===== src/rtl/i2s_ctrl.sv =====
// i2s_ctrl: frame-aligned start/stop sequencing plus TX/RX stereo sample FIFOs for the i2s core.
// The RX capture path is built only when the I2S_CTRL_RX_EN macro is defined.
module i2s_ctrl #(
    parameter int DEPTH_LOG2 = 3
) (
    input  logic        clk,
    input  logic        rst,
    input  logic        cfg_we,
    input  logic        cfg_master,
    input  logic [19:0] cfg_bdiv,
    input  logic [7:0]  cfg_lrdiv,
    output logic        cfg_rej,
    input  logic        start,
    input  logic        stop,
    input  logic        tx_valid,
    output logic        tx_ready,
    input  logic [31:0] tx_data_l,
    input  logic [31:0] tx_data_r,
    output logic        rx_valid,
    input  logic        rx_ready,
    output logic [31:0] rx_data_l,
    output logic [31:0] rx_data_r,
    input  logic [2:0]  core_cst,
    output logic        core_master_enable,
    output logic [19:0] core_bdiv,
    output logic [7:0]  core_lrdiv,
    output logic [31:0] core_din_l,
    output logic [31:0] core_din_r,
    input  logic [31:0] core_dout_l,
    input  logic [31:0] core_dout_r,
    output logic        busy,
    output logic        tx_underrun,
    output logic        rx_overrun,
    input  logic        status_clr,
    output logic [15:0] frame_cnt
);
    localparam int DEPTH = 1 << DEPTH_LOG2;
    localparam logic [1:0] ST_IDLE  = 2'd0;
    localparam logic [1:0] ST_SYNC  = 2'd1;
    localparam logic [1:0] ST_RUN   = 2'd2;
    localparam logic [1:0] ST_DRAIN = 2'd3;
    localparam logic [DEPTH_LOG2-1:0] PTR_ONE  = {{(DEPTH_LOG2-1){1'b0}}, 1'b1};
    localparam logic [DEPTH_LOG2:0]   CNT_ONE  = {{DEPTH_LOG2{1'b0}}, 1'b1};
    localparam logic [DEPTH_LOG2:0]   CNT_FULL = {1'b1, {DEPTH_LOG2{1'b0}}};

    logic [1:0]  state;
    logic [1:0]  state_nx;
    logic [2:0]  cst_prev;
    logic        fe;
    logic        active;
    logic        master;

    logic [63:0]           tx_mem [DEPTH];
    logic [DEPTH_LOG2-1:0] tx_wr;
    logic [DEPTH_LOG2-1:0] tx_rd;
    logic [DEPTH_LOG2:0]   tx_cnt;
    logic                  tx_empty;
    logic                  tx_push;
    logic                  tx_pop_req;
    logic                  tx_pop;
    logic                  underrun_set;

    // A frame ends when the core moves from the right-channel state back to idle_r.
    assign fe       = (cst_prev == 3'd1) && (core_cst == 3'd0);
    assign active   = (state == ST_RUN) || (state == ST_DRAIN);
    assign busy     = (state != ST_IDLE);
    assign core_master_enable = master && busy;

    assign tx_empty = (tx_cnt == {(DEPTH_LOG2+1){1'b0}});
    assign tx_ready = (tx_cnt != CNT_FULL);
    assign tx_push  = tx_valid && tx_ready;
    // The SYNC->RUN frame primes the core; a stop in SYNC takes priority and skips it.
    assign tx_pop_req   = fe && (active || ((state == ST_SYNC) && !stop));
    assign tx_pop       = tx_pop_req && !tx_empty;
    assign underrun_set = tx_pop_req && tx_empty && active;

    // Next-state sequencing; stop dominates start in IDLE.
    always_comb begin
        state_nx = state;
        case (state)
            ST_IDLE: begin
                if (start && !stop) state_nx = ST_SYNC;
                else                state_nx = ST_IDLE;
            end
            ST_SYNC: begin
                if (stop)    state_nx = ST_IDLE;
                else if (fe) state_nx = ST_RUN;
                else         state_nx = ST_SYNC;
            end
            ST_RUN: begin
                if (stop) state_nx = ST_DRAIN;
                else      state_nx = ST_RUN;
            end
            ST_DRAIN: begin
                if (fe && tx_empty) state_nx = ST_IDLE;
                else                state_nx = ST_DRAIN;
            end
            default: state_nx = ST_IDLE;
        endcase
    end

    // State, frame-edge history, configuration and frame counter.
    always_ff @(posedge clk) begin
        if (rst) begin
            state     <= ST_IDLE;
            cst_prev  <= 3'd0;
            master    <= 1'b0;
            core_bdiv <= 20'd0;
            core_lrdiv <= 8'd0;
            cfg_rej   <= 1'b0;
            frame_cnt <= 16'd0;
        end else begin
            state    <= state_nx;
            cst_prev <= core_cst;
            cfg_rej  <= cfg_we && busy;
            if (cfg_we && !busy) begin
                master     <= cfg_master;
                core_bdiv  <= cfg_bdiv;
                core_lrdiv <= cfg_lrdiv;
            end
            if ((state == ST_IDLE) && (state_nx == ST_SYNC)) frame_cnt <= 16'd0;
            else if (fe && active)                           frame_cnt <= frame_cnt + 16'd1;
        end
    end

    // TX FIFO pointers and occupancy.
    always_ff @(posedge clk) begin
        if (rst) begin
            tx_wr  <= {DEPTH_LOG2{1'b0}};
            tx_rd  <= {DEPTH_LOG2{1'b0}};
            tx_cnt <= {(DEPTH_LOG2+1){1'b0}};
        end else begin
            if (tx_push) tx_wr <= tx_wr + PTR_ONE;
            if (tx_pop)  tx_rd <= tx_rd + PTR_ONE;
            case ({tx_push, tx_pop})
                2'b10:   tx_cnt <= tx_cnt + CNT_ONE;
                2'b01:   tx_cnt <= tx_cnt - CNT_ONE;
                default: tx_cnt <= tx_cnt;
            endcase
        end
    end

    // TX FIFO storage.
    always_ff @(posedge clk) begin
        if (tx_push) tx_mem[tx_wr] <= {tx_data_l, tx_data_r};
    end

    // Core transmit data and the sticky underrun flag; an empty FIFO feeds silence.
    always_ff @(posedge clk) begin
        if (rst) begin
            core_din_l  <= 32'd0;
            core_din_r  <= 32'd0;
            tx_underrun <= 1'b0;
        end else begin
            if (tx_pop) begin
                core_din_l <= tx_mem[tx_rd][63:32];
                core_din_r <= tx_mem[tx_rd][31:0];
            end else if (tx_pop_req) begin
                core_din_l <= 32'd0;
                core_din_r <= 32'd0;
            end
            if (underrun_set)    tx_underrun <= 1'b1;
            else if (status_clr) tx_underrun <= 1'b0;
        end
    end

`ifdef I2S_CTRL_RX_EN
    logic [63:0]           rx_mem [DEPTH];
    logic [DEPTH_LOG2-1:0] rx_wr;
    logic [DEPTH_LOG2-1:0] rx_rd;
    logic [DEPTH_LOG2:0]   rx_cnt;
    logic                  rx_cap;
    logic                  rx_full;
    logic                  rx_store;
    logic                  rx_pop;

    // Fullness is judged on pre-pop occupancy, so a same-cycle host pop cannot rescue a capture.
    assign rx_cap    = fe && active;
    assign rx_full   = (rx_cnt == CNT_FULL);
    assign rx_store  = rx_cap && !rx_full;
    assign rx_valid  = (rx_cnt != {(DEPTH_LOG2+1){1'b0}});
    assign rx_pop    = rx_valid && rx_ready;
    assign rx_data_l = rx_mem[rx_rd][63:32];
    assign rx_data_r = rx_mem[rx_rd][31:0];

    // RX FIFO pointers, occupancy and the sticky overrun flag.
    always_ff @(posedge clk) begin
        if (rst) begin
            rx_wr      <= {DEPTH_LOG2{1'b0}};
            rx_rd      <= {DEPTH_LOG2{1'b0}};
            rx_cnt     <= {(DEPTH_LOG2+1){1'b0}};
            rx_overrun <= 1'b0;
        end else begin
            if (rx_store) rx_wr <= rx_wr + PTR_ONE;
            if (rx_pop)   rx_rd <= rx_rd + PTR_ONE;
            case ({rx_store, rx_pop})
                2'b10:   rx_cnt <= rx_cnt + CNT_ONE;
                2'b01:   rx_cnt <= rx_cnt - CNT_ONE;
                default: rx_cnt <= rx_cnt;
            endcase
            if (rx_cap && rx_full) rx_overrun <= 1'b1;
            else if (status_clr)   rx_overrun <= 1'b0;
        end
    end

    // RX FIFO storage.
    always_ff @(posedge clk) begin
        if (rx_store) rx_mem[rx_wr] <= {core_dout_l, core_dout_r};
    end
`else
    logic unused_rx;
    assign unused_rx  = ^{core_dout_l, core_dout_r, rx_ready};
    assign rx_valid   = 1'b0;
    assign rx_data_l  = 32'd0;
    assign rx_data_r  = 32'd0;
    assign rx_overrun = 1'b0;
`endif

endmodule

===== config.mk =====
export PLATFORM = sky130hd
export DESIGN_NAME = i2s_ctrl
export DESIGN_NICKNAME = d
export VERILOG_FILES = /design/src/rtl/i2s_ctrl.sv
export SDC_FILE = /design/constraint.sdc
export NUM_CORES = 1
export LEC_CHECK = 0
export CAP_MARGIN = 5
export CORE_MARGIN = 4
export CORE_UTILIZATION = 54
export DETAILED_ROUTE_END_ITERATION = 7
export GPL_TIMING_DRIVEN = 0
export PLACE_DENSITY = 0.79
export SETUP_SLACK_MARGIN = 0.05
export SLEW_MARGIN = 10
export SYNTH_ARGS = -nofsm -noshare
export SYNTH_HDL_FRONTEND = slang
export SYNTH_SLANG_ARGS = --single-unit

===== constraint.sdc =====
create_clock -name clk -period 11.6 [get_ports clk]
set_input_delay 2.32 -clock clk [delete_from_list [all_inputs] [get_ports clk]]
set_output_delay 2.32 -clock clk [all_outputs]
set_load 0.01 [all_outputs]

==> results of run 1 <==
==> kinds of logic after synthesis <==
kind of cell    after synthesis  synth area share (%)
flops                       641                  73.6
mux                         194                  14.9
compound gates              125                  3.70
buf+inv                     138                  3.71
xor+xnor                     13                 0.467
fa+ha+maj                     6                 0.308
other cells                   1                0.0154
simple gates                157                  3.30
==> metal layers <==
metal / track usage, % / vias up
met1: 28.4 / 6685
met5: 0 / -
met3: 5.49 / 93
li1: - / 5767
met4: 5.87 / 12
met2: 37.0 / 475
==> synthesized netlist by cell type, drive strengths merged, types with 2 or more instances <==
library cell,number,area share (%)
nand3,10,0.21
ha,6,0.31
mux2i,2,0.082
nor3,4,0.082
nand4,7,0.21
clkbuf,31,0.48
nand2b,2,0.051
or2,2,0.051
dfxtp,129,11
buf,101,3.1
nor2,23,0.38
nor4b,3,0.17
edfxtp,512,63
o21ai,11,0.23
and3,2,0.051
mux4,128,12
and2,4,0.10
and4,3,0.11
mux2,64,3.0
nor4,2,0.051
nand2,72,1.1
nor2b,6,0.15
nor3b,2,0.11
a21oi,42,0.86
a22o,64,2.3
inv,6,0.092
or3,8,0.21
xor2,12,0.43
or4,3,0.092
==> where the power goes <==
part,switching (mW),internal (mW),leakage (nW)
registers,0.0155,2.53,5.70
logic,0.116,0.114,3.46
clock network,0.822,1.16,0.996
total,0.953,3.81,10.2
==> how the worst min path moves through the flow <==
stage                                           from                          to  cells past startpoint
after floorplan                  master$_SDFFE_PP0P_         master$_SDFFE_PP0P_                      2
after global placement           master$_SDFFE_PP0P_         master$_SDFFE_PP0P_                      2
after detailed placement         master$_SDFFE_PP0P_         master$_SDFFE_PP0P_                      2
after CTS                 core_lrdiv[6]$_SDFFE_PP0P_  core_lrdiv[6]$_SDFFE_PP0P_                      2
after global routing      core_lrdiv[2]$_SDFFE_PP0P_  core_lrdiv[2]$_SDFFE_PP0P_                      2
final                     core_lrdiv[2]$_SDFFE_PP0P_  core_lrdiv[2]$_SDFFE_PP0P_                      2
==> worst min-delay path, delay by kind of cell (launching register included) <==
kind            cells  cell delay (ns)
simple gates        1             0.05
flops               1             0.31
compound gates      1             0.05
==> flip-flops by register name, summed over array words and instances (netlist names), named ones only <==
register / count
tx_rd: 3
cfg_rej: 1
core_bdiv: 20
frame_cnt: 16
tx_cnt: 4
state: 2
core_din_l: 32
tx_underrun: 1
master: 1
core_lrdiv: 8
tx_mem: 512
core_din_r: 32
cst_prev: 3
tx_wr: 3
==> area by class of cell <==
cell class	count	area share (%)
Inverter	6	0.0745
Antenna cell	1	0.00827
Clock inverter	34	1.08
Sequential cell	641	59.4
Buffer	132	2.92
Tap cell	592	2.45
Clock buffer	81	5.60
Multi-Input combinational cell	561	19.2
Timing Repair Buffer	271	9.28
==> out/metrics.csv, run 1 <==
metric,value,unit
status,"finished, final reports clean",
chip height,221,um
Final Power,4.76,mW
H-tree levels,2,
FF-to-FF Start,tx_cnt[1]$_SDFFE_PP0P_,
fmax,216,MHz
required time of the critical path,9.28,ns
vias in the first global route,13500,
layout cell share with drive strength beyond 1,25.8,%
"Avg Cell Area, Syn",19.1,sq um
pre-CTS setup slack,6.44,ns
DRC viols,0,
ys flop type,edfxtp_1,
Max Root-Sink Buffers,3,
IO buf count,214,
WP data arrival,2.31,ns
CTS root buf,clkbuf_16,
Cell Pwr Density,157,mW/mm^2
RePlAce Congestion,0.804,
routed len/inst,22.8,um
fin util,68.1,%
Final Net Count,1848,
Worst Reg-to-Reg Cells,9,
Clock Skews,0.0147,ns
Mapped Area,0.0244,sq mm
Peak VDD IR,98.3,uV
total of max-cap violations,0,
"CTS clk-pin slew, worst paths",0.06,ns
Hold WS,0.457,ns
uppermost layer routed,met5,
Reg2Reg Setup Slack,8.50,ns
Num CTS Buffers,61,
DR WL met2,26700,um
initial antenna violation count,7,
Final Non-Filler Cells,2319,
# setup viols final,0,
GRT Util Overall,21.8,%
Setup WS post-layout,6.97,ns
relative slew slack,32.9,%
Final Critical Period,4.63,ns
ANT nets after route,0,
die area,0.0486,sq mm
Inst Count DP,2203,
Num Clock Sinks,641,
via/cell ratio,5.62,
post_cts resized,0,
Crit Path Max Fanout,9,
Most Frequent Cell on Critical Path,clkbuf_1,
sequential share of the synthesized area,73.6,%
endpoint class of the critical path,primary output,
drt pass-1 iters,5,
CTS tree,built,
Worst setup SP type,flop,
final hold vios,0,
crit path from,tx_cnt[1]$_SDFFE_PP0P_,
row count,77,
Pleak,10.2,nW
setup repair bufs after CTS,0,
"Distinct cells, synth",51,
Area Overhead vs Synth,24.0,%
"EDFF count, synth",512,
WL met3,4130,um
Crit path max-delay family,buffers and inverters,
vias,13000,
first-pass GRT wire length,79800,um
placed cell areas,0.0282,sq mm
CTS Hold Bufs,0,
met1 WL,20700,um
final worst path period share,39.9,%
Critical Path Max Stage Delay,0.53,ns
clk_lat worst skew,0.61,ns
Filler Cells Inserted,2828,
Die W,221,um
most frequent cells in the layout,"512 x edfxtp_1, 214 x clkdlybuf4s50_1, 129 x dfxtp_1",
worst hold path class,flop to flop,
Routed WL,52800,um
Crit Path Category,flop to primary output,
largest net degree at the start of global routing,22,
post-route cell area,0.0302,sq mm
Storage cell area,0.0180,sq mm
worst setup path end,tx_ready,
Reg2Reg Capture Point,tx_mem[4][63]$_DFFE_PP_,
YS warnings,0,
"leading cell type in the layout, fill and taps excluded",edfxtp_1,
area of the multi-input gates,0.00582,sq mm
Initial Util,54.9,%
io pins,347,
cells after synthesis,1275,
RSZ-0062 raised after global routing,no,
total grt overflow,0,
Stages on worst setup path,4,
Slew @ Worst Pin,1.00,ns
"FF+latch count, synth",641,
Bufs and invs on worst path,3,
Fin Setup TNS,0,ns
Core Box Area,0.0444,sq mm
Crit-path slowest cell,or4b_1,
crit path cell chain,clkbuf_1 -> or4b_1 -> clkbuf_1 -> clkdlybuf4s50_1,
Post-DP HPWL,35300,um
Final Slew Violations,0,
initial DRC count,1104,
ys async rst share,0,%
Note: power is estimated with default switching activity, not from simulation.
==> run 2, diff against run 1 <==
- clock period: 11.6 -> 4.65 ns (I/O delays scaled with it)
==> out/metrics.csv, run 2 (synthesis gave the netlist of run 1 again) <==
metric,value,unit,change
uppermost layer routed,met5,,
Crit Path Max Fanout,9,,unchanged
Final Power,12.1,mW,+160%
share of power burned in registers,52.4,%,-1.2 points
Hold WS,0.452,ns,-0.00551 ns
Final Slew Violations,0,,unchanged
most frequent cells in the layout,"512 x edfxtp_1, 214 x clkdlybuf4s50_1, 129 x dfxtp_1",,
"leading cell type in the layout, fill and taps excluded",edfxtp_1,,
CTS root buf,clkbuf_16,,
largest net degree at the start of global routing,23,,+4.5%
chip height,221,um,unchanged
Critical Path Max Stage Delay,0.53,ns,about the same
RePlAce Congestion,0.796,,-0.91%
crit path cell chain,clkbuf_1 -> or4b_1 -> clkbuf_1 -> clkdlybuf4s50_1,,
Final Net Count,1844,,-0.22%
Switch Pwr,2.41,mW,+150%
GRT Util Overall,22.2,%,+0.39 points
clock power share,42.9,%,+1.3 points
Slew @ Worst Pin,1.18,ns,+0.178 ns
relative slew slack,21.0,%,-12 points
initial DRC count,1065,,-3.5%
IO buf count,214,,unchanged
post_cts resized,0,,unchanged
Num Clock Sinks,641,,unchanged
Bufs and invs on worst path,3,,unchanged
routed len/inst,22.9,um,+0.46%
crit path from,tx_cnt[1]$_SDFFE_PP0P_,,
fin util,68.4,%,+0.26 points
vias,13000,,-0.51%
worst hold path class,flop to flop,,
Stages on worst setup path,4,,unchanged
Reg2Reg Capture Point,tx_cnt[2]$_SDFFE_PP0P_,,
total of max-cap violations,0,,unchanged
DR WL met2,26600,um,-0.28%
row count,77,,unchanged
max FFs per register,512,,unchanged
RSZ-0062 raised after global routing,no,,
H-tree levels,3,,+1
final hold vios,0,,unchanged
Top reg by flops,tx_mem,,
final worst path period share,68.7,%,
Crit Path Category,flop to primary output,,
Post-DP HPWL,34900,um,-1.1%
Initial Util,54.9,%,unchanged
clk_lat worst skew,0.59,ns,-0.02 ns
required time of the critical path,3.72,ns,-5.56 ns
drt pass-1 iters,7,,+2
via/cell ratio,5.60,,-0.33%
biggest regs,"tx_mem: 512 flops, core_din_l: 32 flops, core_din_r: 32 flops",,
die area,0.0486,sq mm,unchanged
vias in the first global route,13600,,+0.37%
Most Frequent Cell on Critical Path,clkbuf_1,,
# setup viols final,0,,unchanged
total grt overflow,0,,unchanged
fmax,313,MHz,
FF-to-FF Start,tx_cnt[1]$_SDFFE_PP0P_,,
Peak VDD IR,271,uV,+180%
Internal,9.74,mW,+160%
Core Box Area,0.0444,sq mm,unchanged
Worst setup SP type,flop,,
hold_sp,core_bdiv[15]$_SDFFE_PP0P_,,
Die W,221,um,unchanged
Filler Cells Inserted,2838,,+0.35%
Crit-path slowest cell,or4b_1,,
Net Sw Frac,19.9,%,-0.18 points
Area Overhead vs Synth,24.5,%,
Worst Reg-to-Reg Cells,11,,+2
status,"finished, final reports clean",,
Reg2Reg Setup Slack,1.72,ns,-6.78 ns
Routed WL,52900,um,+0.29%
CTS tree,built,,
"CTS clk-pin slew, worst paths",0.06,ns,about the same
Cell Pwr Density,400,mW/mm^2,+150%
io pins,347,,unchanged
CTS Hold Bufs,0,,unchanged
met1 WL,21300,um,+2.6%
WL met3,3930,um,-4.7%
first-pass GRT wire length,81200,um,+1.7%
layout cell share with drive strength beyond 1,25.6,%,-0.22 points
Clock Skews,0.0310,ns,+0.0163 ns
Num CTS Buffers,66,,+8.2%
Storage cell area,0.0180,sq mm,unchanged
worst setup path end,tx_ready,,
Crit path max-delay family,buffers and inverters,,
Max Root-Sink Buffers,3,,unchanged
initial antenna violation count,5,,-2
DRC viols,0,,unchanged
area of the multi-input gates,0.00583,sq mm,+0.26%
Pleak,10.2,nW,+0.23%
endpoint class of the critical path,primary output,,
WP data arrival,2.27,ns,-0.04 ns
Logic pwr share,4.7,%,about the same
Final Critical Period,3.20,ns,
setup repair bufs after CTS,0,,unchanged
ANT nets after route,0,,unchanged
## run 2: cell count changes in the layout (fill, tap and decap cells not counted), moves of 3 or more
cell       previous run  this run
buf_4                99        89
buf_6                35        32
buf_8                 2         5
clkbuf_1             44        49
clkbuf_16            63        69
clkbuf_8              5         8
clkinv_1             11         6
clkinv_2             12         8
## run 2: worst min path at each step
stage,to,depth (start not counted)
detailed placement,core_bdiv[15]$_SDFFE_PP0P_,2
global placement,core_bdiv[9]$_SDFFE_PP0P_,2
global route,core_lrdiv[7]$_SDFFE_PP0P_,2
floorplan,master$_SDFFE_PP0P_,2
finish,core_bdiv[15]$_SDFFE_PP0P_,2
CTS,core_lrdiv[1]$_SDFFE_PP0P_,2
## run 2: power by group through the flow
stage	combinational [mW]	sequential (mW)	clock [mW]
2_1_floorplan	0.273	6.49	0
3_3_place_gp	0.510	6.50	0
3_5_place_dp	0.564	6.48	0
4_1_cts	0.569	6.36	5.32
5_1_grt	0.620	6.37	5.58
6_report	0.570	6.36	5.22
## run 2: metrics by stage
step	std cells	cell area (sq um)	setup WS [ns]	TNS [ns]
floorplan	1340	24600	-1.47	-312.69
global placement	2146	27500	-6.47	-2211.83
detailed placement	2194	28200	0.943	0
CTS	2313	30400	1.43	0
global route	2314	30400	1.29	0
finish	2315	30400	1.45	0
## run 2: worst register-to-register path, cell delays in order, from the launching register on
cell and delay, ns:
dfxtp_1 0.29, clkbuf_1 0.18, or4b_1 0.53, clkbuf_1 0.17, nand2_1 0.36, ha_1 0.34
xor2_1 0.17, ha_1 0.16, a21oi_1 0.05, xor2_1 0.17, or3_1 0.31, a21oi_1 0.13
## run 2: cell type report
type | instances | share of cell area (%)
inverter | 6 | 0.0742
antenna | 2 | 0.0165
sequential | 641 | 59.1
buffer | 132 | 2.91
clock inverter | 24 | 0.849
clock buffer | 95 | 6.27
tap | 592 | 2.44
multi-input combinational | 561 | 19.2
timing repair buffer | 262 | 9.10
## run 2: layer usage
layer	track usage (%)	up-vias
met5	0	-
met4	5.26	8
met3	5.89	73
met2	37.1	461
met1	29.6	6656
li1	-	5768
==> run 3, diff against run 2 <==
- clock period: 4.65 -> 3.16 ns (I/O delays scaled with it)
==> out/metrics.csv, run 3 (synthesis gave the netlist of run 1 again) <==
metric,value,unit,change
status,"finished, final reports clean",,
initial DRC count,1089,,+2.3%
GRT Util Overall,22.1,%,-0.042 points
row count,77,,unchanged
placed cell areas,0.0283,sq mm,+0.29%
clk_lat worst skew,0.63,ns,+0.04 ns
initial antenna violation count,6,,+1
# setup viols final,0,,unchanged
vias in the first global route,13300,,-1.7%
die area,0.0486,sq mm,unchanged
"CTS clk-pin slew, worst paths",0.06,ns,about the same
CTS tree,built,,
Final Net Count,1825,,-1.0%
largest net degree at the start of global routing,24,,+4.3%
Final Critical Period,2.93,ns,
post_cts resized,0,,unchanged
Final Slew Violations,0,,unchanged
RSZ-0062 raised after global routing,no,,
FF-to-FF Start,tx_cnt[1]$_SDFFE_PP0P_,,
fmax,342,MHz,
Core Box Area,0.0444,sq mm,unchanged
hold path cells,2,,unchanged
setup repair bufs after CTS,0,,unchanged
total grt overflow,0,,unchanged
Net Sw Frac,19.8,%,-0.021 points
RePlAce Congestion,0.767,,-3.7%
drt pass-1 iters,5,,-2
final hold vios,0,,unchanged
routed len/inst,23.2,um,+1.5%
io pins,347,,unchanged
H-tree levels,2,,-1
via/cell ratio,5.66,,+1.0%
Worst Reg-to-Reg Cells,11,,unchanged
Peak VDD IR,424,uV,+56%
Top reg by flops,tx_mem,,
Die W,221,um,unchanged
post-route cell area,0.0305,sq mm,+0.52%
Crit Path Category,primary input to flop,,
"leading cell type in the layout, fill and taps excluded",edfxtp_1,,
ANT nets after route,0,,unchanged
total of max-cap violations,0,,unchanged
required time of the critical path,3.69,ns,-0.03 ns
most frequent cells in the layout,"512 x edfxtp_1, 214 x clkdlybuf4s50_1, 129 x dfxtp_1",,
WP data arrival,3.46,ns,+1.19 ns
Final Non-Filler Cells,2299,,-0.69%
vias,13000,,+0.35%
relative slew slack,32.3,%,+11 points
share of power burned in registers,51.5,%,-0.9 points
chip height,221,um,unchanged
Post-DP HPWL,34500,um,-1.2%
Internal,14.6,mW,+50%
Inst Count DP,2180,,-0.64%
Routed WL,53300,um,+0.75%
pre-CTS setup slack,-0.379,ns,-1.32 ns
Setup WS post-layout,0.232,ns,-1.22 ns
final worst path period share,92.7,%,
Clock Skews,0.0255,ns,-0.00553 ns
Cell Pwr Density,595,mW/mm^2,+49%
layout cell share with drive strength beyond 1,25.8,%,+0.15 points
Switch Pwr,3.60,mW,+49%
first-pass GRT wire length,80800,um,-0.43%
Pleak,10.2,nW,about the same
Initial Util,54.9,%,unchanged
Crit Path Max Fanout,6,,-3
biggest regs,"tx_mem: 512 flops, core_din_l: 32 flops, core_din_r: 32 flops",,
Num Clock Sinks,641,,unchanged
max FFs per register,512,,unchanged
Num CTS Buffers,61,,-7.6%
worst hold path class,flop to flop,,
Slew @ Worst Pin,1.02,ns,-0.166 ns
Fin Setup TNS,0,ns,unchanged
clock power share,43.8,%,+0.9 points
hold_sp,core_bdiv[10]$_SDFFE_PP0P_,,
DRC viols,0,,unchanged
Area Overhead vs Synth,25.2,%,
endpoint class of the critical path,flop,,
CTS Hold Bufs,0,,unchanged
crit path from,core_cst[2],,
IO buf count,214,,unchanged
Hold WS,0.456,ns,+0.00425 ns
Max Root-Sink Buffers,3,,unchanged
CTS root buf,clkbuf_16,,
Logic pwr share,4.7,%,about the same
Worst setup SP type,primary input,,
[run 3: changes by cell type in the layout (fill, tap and decap cells not counted), sizes merged]
cell,delta
clkbuf,-19
buf,-14
bufinv,+7
clkinv,+6
clkinvlp,+3
diode,+2
inv,-1
[run 3: final timing paths]
path | endpoint | slack, ns
max | tx_cnt[2]$_SDFFE_PP0P_ | 0.23
min | core_bdiv[10]$_SDFFE_PP0P_ | 0.46
max reg2reg | tx_cnt[2]$_SDFFE_PP0P_ | 0.39
min reg2reg | core_bdiv[10]$_SDFFE_PP0P_ | 0.46
[run 3: metrics by stage]
| stage | util, % | power (mW) |
|---|---|---|
| floorplan | - | 9.95 |
| global placement | 62.2 | 10.3 |
| detailed placement | 63.7 | 10.4 |
| CTS | 68.7 | 18.3 |
| global route | 68.7 | 18.7 |
| finish | 68.7 | 18.2 |
[run 3: routing by layer]
metal	track usage, %	routed length, um	vias to the layer above
li1	-	-	5734
met1	29.9	20800	6576
met2	36.3	26300	612
met3	5.95	5060	81
met4	5.97	1090	8
met5	0	52	-
[run 3: layout make-up]
| type | count | area, sq um |
|---|---|---|
| Clock buffer | 76 | 1730 |
| Antenna cell | 4 | 10.0 |
| Multi-Input combinational cell | 561 | 5880 |
| Clock inverter | 39 | 507 |
| Buffer | 132 | 902 |
| Timing Repair Buffer | 248 | 2780 |
| Fill cell | 2750 | 13900 |
| Sequential cell | 641 | 18000 |
| Tap cell | 592 | 741 |
| Inverter | 6 | 22.5 |
[run 3: worst max-delay path: stages]
cell and delay (ns):
clkdlybuf4s50_1 0.47, nor4b_4 0.50, o2111ai_2 0.38, inv_1 0.17
ha_1 0.29, xor2_1 0.10, ha_1 0.18, a21oi_1 0.15
xor2_1 0.10, or3_1 0.32, a21oi_1 0.16
[run 3: power by group through the flow]
stage | logic, mW | registers (mW) | clock network [mW]
detailed placement | 0.851 | 9.54 | 0
global placement | 0.764 | 9.54 | 0
global route | 0.927 | 9.37 | 8.44
floorplan | 0.410 | 9.54 | 0
finish | 0.858 | 9.36 | 7.96
CTS | 0.861 | 9.36 | 8.06
==> edit 1, RTL diff (settings of run 2) <==
Set the parameter `DEPTH_LOG2` to 2 (it was 3).
--- a/src/rtl/i2s_ctrl.sv
+++ b/src/rtl/i2s_ctrl.sv
@@ -1,7 +1,7 @@
 // i2s_ctrl: frame-aligned start/stop sequencing plus TX/RX stereo sample FIFOs for the i2s core.
 // The RX capture path is built only when the I2S_CTRL_RX_EN macro is defined.
 module i2s_ctrl #(
-    parameter int DEPTH_LOG2 = 3
+    parameter int DEPTH_LOG2 = 2
 ) (
     input  logic        clk,
     input  logic        rst,
Formal check against the unedited RTL: no difference found for any inputs over 4 cycles, from zero or initial values and one cycle with rst high; that may be too few to reach the edited logic, so the function may still have changed.
==> edit 1 against run 2 <==
- area after synthesis shrank 41%
- die area is 40% lower
- routed wire length shrank 40%
- design area fell by 39%
- power shrank 41%
- register-to-register slack got worse by 80 ps
- first-iteration DRC count shrank 52%
- sequential cell count shrank 260
- setup slack worse by 390 ps
- core utilization increased by 2.6 points
- largest cell class unchanged
==> edit 1: results (changes against run 2) <==
worst_setup_path:
  reg2reg_from: "cst_prev[2]"
  rr_worst_depth: 9  # -2
  max_stage_delay_ps: 580  # +50 ps
  startpoint: "core_cst[1]"
  path_delay_family: "simple AND/OR/NAND/NOR gates"
  crit_path_max_fanout: 10  # +1
  reg2reg_slack_ps: 1640  # -80 ps
  crit_path_top_delay_cell: "or4_4"
  worstSetupEndpoint: "tx_cnt[2]"
logic_synthesis:
  yosys-top-cells-count: "256 x edfxtp_1, 125 x dfxtp_1, 79 x nor2_1"
  synth_cell_types: 40  # -22%
  syn_inst: 912  # -28%
  synth_edf_count: 256  # -50%
  ys_seq_area_share_pct: 71.2  # -2.5 points
cells_and_area:
  final_nets: 1412  # -23%
  top_regs: "tx_mem (256), core_din_l (32), core_din_r (32)"
  drive_gt1_share_pct: 17.6  # -8.0 points
  fin_cells: 1603  # -31%
timing:
  clock_skew_ps: 11.4  # -19.6 ps
  maxSlewHeadroom_pct: 48.0  # +27 points
drt:
  firstDrtPassIters: 4  # -3
  num_vias: 8433  # -35%
grt:
  grt_max_degree: 41  # +78%
  track_usage_pct: 21.2  # -0.95 points
  antenna_found_initial: 3  # -2
place:
  dp.cells: 1531  # -30%
  gp_congestion: 0.792  # -0.50%
  numPortBuffers: 215  # +0.47%
  hpwlAfterDp_microns: 21200  # -39%
clocking:
  htree_levels: 2  # -1
  cts_buffers: 39  # -41%
status:
  status: "finished, final reports clean"
[edit 1: layer usage]
layer  routed length (microns)  GRT usage (%)  vias up
met5                        22              0        -
met4                       601           5.61        4
met3                      2730           5.66       46
met2                     16400           37.7      276
met1                     12100           26.0     4134
li1                          -              -     3973
[edit 1: how the worst min path moves through the flow]
stage	startpoint	to	slack, ps	cells after the start
6_report	core_bdiv[19]	core_bdiv[19]	450	2
5_1_grt	core_lrdiv[1]	core_lrdiv[1]	480	2
4_1_cts	core_bdiv[19]	core_bdiv[19]	450	2
3_5_place_dp	core_bdiv[19]	core_bdiv[19]	450	2
3_3_place_gp	master	master	440	2
2_1_floorplan	master	master	430	2
[edit 1: area by class of cell]
| class | count | area [sq um] |
|---|---|---|
| multi-input combinational | 471 | 3640 |
| timing repair buffer | 219 | 2240 |
| tap | 335 | 419 |
| fill | 1703 | 7570 |
| sequential | 381 | 10200 |
| inverter | 10 | 37.5 |
| antenna | 1 | 2.50 |
| clock inverter | 11 | 57.6 |
| clock buffer | 60 | 1190 |
| buffer | 115 | 714 |
[edit 1: report_power, final]
| group | switching (mW) | total (mW) | internal [mW] |
|---|---|---|---|
| Sequential | 0.0341 | 3.78 | 3.75 |
| Combinational | 0.222 | 0.439 | 0.217 |
| Clock | 1.22 | 2.98 | 1.76 |
| Total | 1.47 | 7.20 | 5.73 |
[edit 1: cell families (layout without fill, tap and decap cells)]
logic type	Yosys count	after routing	share of synthesized area, %
AO/OA/AOI/OAI	124	124	5.72
XOR/XNOR	11	11	0.673
adder cells (fa/ha/maj)	7	7	0.664
buffers and inverters	125	415	5.25
flip-flops	381	381	71.2
multiplexers	65	65	10.1
other	1	67	0.0262
AND/OR/NAND/NOR	198	198	6.35
[edit 1: through the flow]
step / instance area (sq um) / utilization [%] / worst slack [ps]
floorplan: 14600 / - / 1440
global placement: 17100 / 65.7 / 70.7
detailed placement: 17200 / 66.1 / 502
CTS: 18500 / 70.9 / 1030
global route: 18500 / 71.0 / 890
finish: 18500 / 71.0 / 1060
[edit 1: worst register-to-register path: stages, from the launching register on]
cell       delay (ps)
dfxtp_1           330
or4_4             580
a2111oi_4         400
buf_2             340
ha_1              230
inv_1              60
fa_1              370
xor2_1            180
or3_1             310
a21oi_1           140
==> edit 2, RTL diff (flow settings as in run 2) <==
Made on the original files. Put one more register stage on the output `frame_cnt`, without a reset. The value now appears one clock later. The other outputs are not delayed to match.
--- a/src/rtl/i2s_ctrl.sv
+++ b/src/rtl/i2s_ctrl.sv
@@ -43,6 +43,8 @@
     localparam logic [DEPTH_LOG2:0]   CNT_ONE  = {{DEPTH_LOG2{1'b0}}, 1'b1};
     localparam logic [DEPTH_LOG2:0]   CNT_FULL = {1'b1, {DEPTH_LOG2{1'b0}}};
 
+    logic [15:0] frame_cnt_s0;
+
     logic [1:0]  state;
     logic [1:0]  state_nx;
     logic [2:0]  cst_prev;
@@ -108,7 +110,7 @@
             core_bdiv <= 20'd0;
             core_lrdiv <= 8'd0;
             cfg_rej   <= 1'b0;
-            frame_cnt <= 16'd0;
+            frame_cnt_s0 <= 16'd0;
         end else begin
             state    <= state_nx;
             cst_prev <= core_cst;
@@ -118,8 +120,8 @@
                 core_bdiv  <= cfg_bdiv;
                 core_lrdiv <= cfg_lrdiv;
             end
-            if ((state == ST_IDLE) && (state_nx == ST_SYNC)) frame_cnt <= 16'd0;
-            else if (fe && active)                           frame_cnt <= frame_cnt + 16'd1;
+            if ((state == ST_IDLE) && (state_nx == ST_SYNC)) frame_cnt_s0 <= 16'd0;
+            else if (fe && active)                           frame_cnt_s0 <= frame_cnt_s0 + 16'd1;
         end
     end
 
@@ -216,4 +218,8 @@
     assign rx_overrun = 1'b0;
 `endif
 
+    always_ff @(posedge clk) begin
+        frame_cnt <= frame_cnt_s0;
+    end
+
 endmodule
Formal check against the unedited RTL: same outputs for any inputs over 4 cycles, from zero or initial values and one cycle with rst high; that may be too few to reach the edited logic, so the function may still have changed.
==> edit 2 against run 2 <==
- power decreased by 1.6%
- combinational power about the same
- area after synthesis increased by 0.74%
- design area about the same
- die area increased by 0.71%
- sequential cell count increased by 16
- routed wire length decreased by 1.2%
- first-iteration DRC count decreased by 15%
- setup slack got worse by 180 ps
- synthesized cell count increased by 1.0%
- core utilization decreased by 0.30 points
- critical path type unchanged
- critical endpoint unchanged
==> edit 2: results (changes against run 2) <==
status:
  status: "finished, final reports clean"
cells_and_area:
  drive_gt1_share_pct: 25.0  # -0.65 points
  fin_cells: 2324  # +0.39%
logic_synthesis:
  ys_seq_area_share_pct: 74.4  # +0.76 points
  syn_area_per_cell_sq_um: 19.1  # -0.28%
  synth_area_leaders: "edfxtp_1 63%, dfxtp_1 12%, mux4_2 12%"
place:
  place_ws_ps: 789  # -154 ps
  placed_cell_area_sq_mm: 0.0284  # +0.59%
  hpwlAfterDp_microns: 34400  # -1.5%
  dp.cells: 2206  # +0.55%
  gp_congestion: 0.785  # -1.4%
drt:
  detail_route.iter0.violations: 903  # -15%
  wl_met1_microns: 21200  # -0.53%
  firstDrtPassIters: 5  # -2
  met3_length_microns: 3560  # -9.4%
timing:
  fin_hold_ws_ps: 368  # -83.8 ps
worst_setup_path:
  reg2reg_slack_ps: 1570  # -150 ps
  r2r_end: "tx_mem[4][46]"
  rr_worst_depth: 8  # -3
hold_path:
  holdPathStages: 0  # -2
clocking:
  worstSkewPairLatency_ps: 620  # +30 ps
  cts_buffers: 61  # -7.6%
grt:
  track_usage_pct: 21.0  # -1.2 points
  grt_pass1_wl_microns: 80100  # -1.3%
  grt_pass1_vias: 13300  # -1.9%
  met1_usage_pct: 28.8  # -0.86 points
  grtUsageMet3_pct: 4.17  # -1.7 points
power_and_ir_drop:
  ir_worst_vdd_mv: 0.364  # +34%
  p_leak_nw: 10.2  # about the same
-- edit 2: where the power goes --
| part | internal (mW) | switching (mW) |
|---|---|---|
| Clock | 2.82 | 2.07 |
| Sequential | 6.46 | 0.0392 |
| Combinational | 0.281 | 0.287 |
| Total | 9.56 | 2.39 |
-- edit 2: critical path, stage by stage, from the launching register on --
cell and delay (ps):
dfxtp_1 290, clkbuf_1 180, or4b_2 670, clkbuf_1 170
clkdlybuf4s50_1 530
-- edit 2: logic make-up after synthesis --
kind of cell    after synthesis  share of synthesized area (%)
flops                       657                           74.4
fa+ha+maj                     6                          0.306
other cells                   1                         0.0153
compound gates              125                           3.68
mux                         195                           14.8
buf+inv                     137                           3.21
xor+xnor                     14                          0.499
simple gates                153                           3.10
-- edit 2: stage by stage --
step           utilization [%]  total power, mW
2_1_floorplan                -             6.90
3_3_place_gp              62.1             7.15
3_5_place_dp              63.6             7.18
4_1_cts                   68.1             12.1
5_1_grt                   68.1             12.4
6_report                  68.1             12.0
-- edit 2: layout make-up --
class,count,area [sq um]
repair buffers,261,2750
fillers,2848,14200
diodes,2,5.00
plain buffers,131,766
well taps,592,741
inverters,6,22.5
clock buffers,85,1700
flip-flops and latches,657,18300
multi-input cells,559,5810
clock inverters,31,294
-- edit 2: how the worst max path moves through the flow --
stage / startpoint / endpoint / slack [ps] / cells past startpoint
finish: tx_cnt[1] / tx_ready / 1270 / 4
global route: tx_cnt[1] / tx_ready / 1150 / 4
CTS: tx_cnt[1] / tx_ready / 1240 / 4
detailed placement: core_cst[2] / tx_cnt[3] / 790 / 10
global placement: tx_valid / tx_mem[1][50] / -6390 / 3
floorplan: tx_cnt[1] / tx_mem[2][0] / -1430 / 5
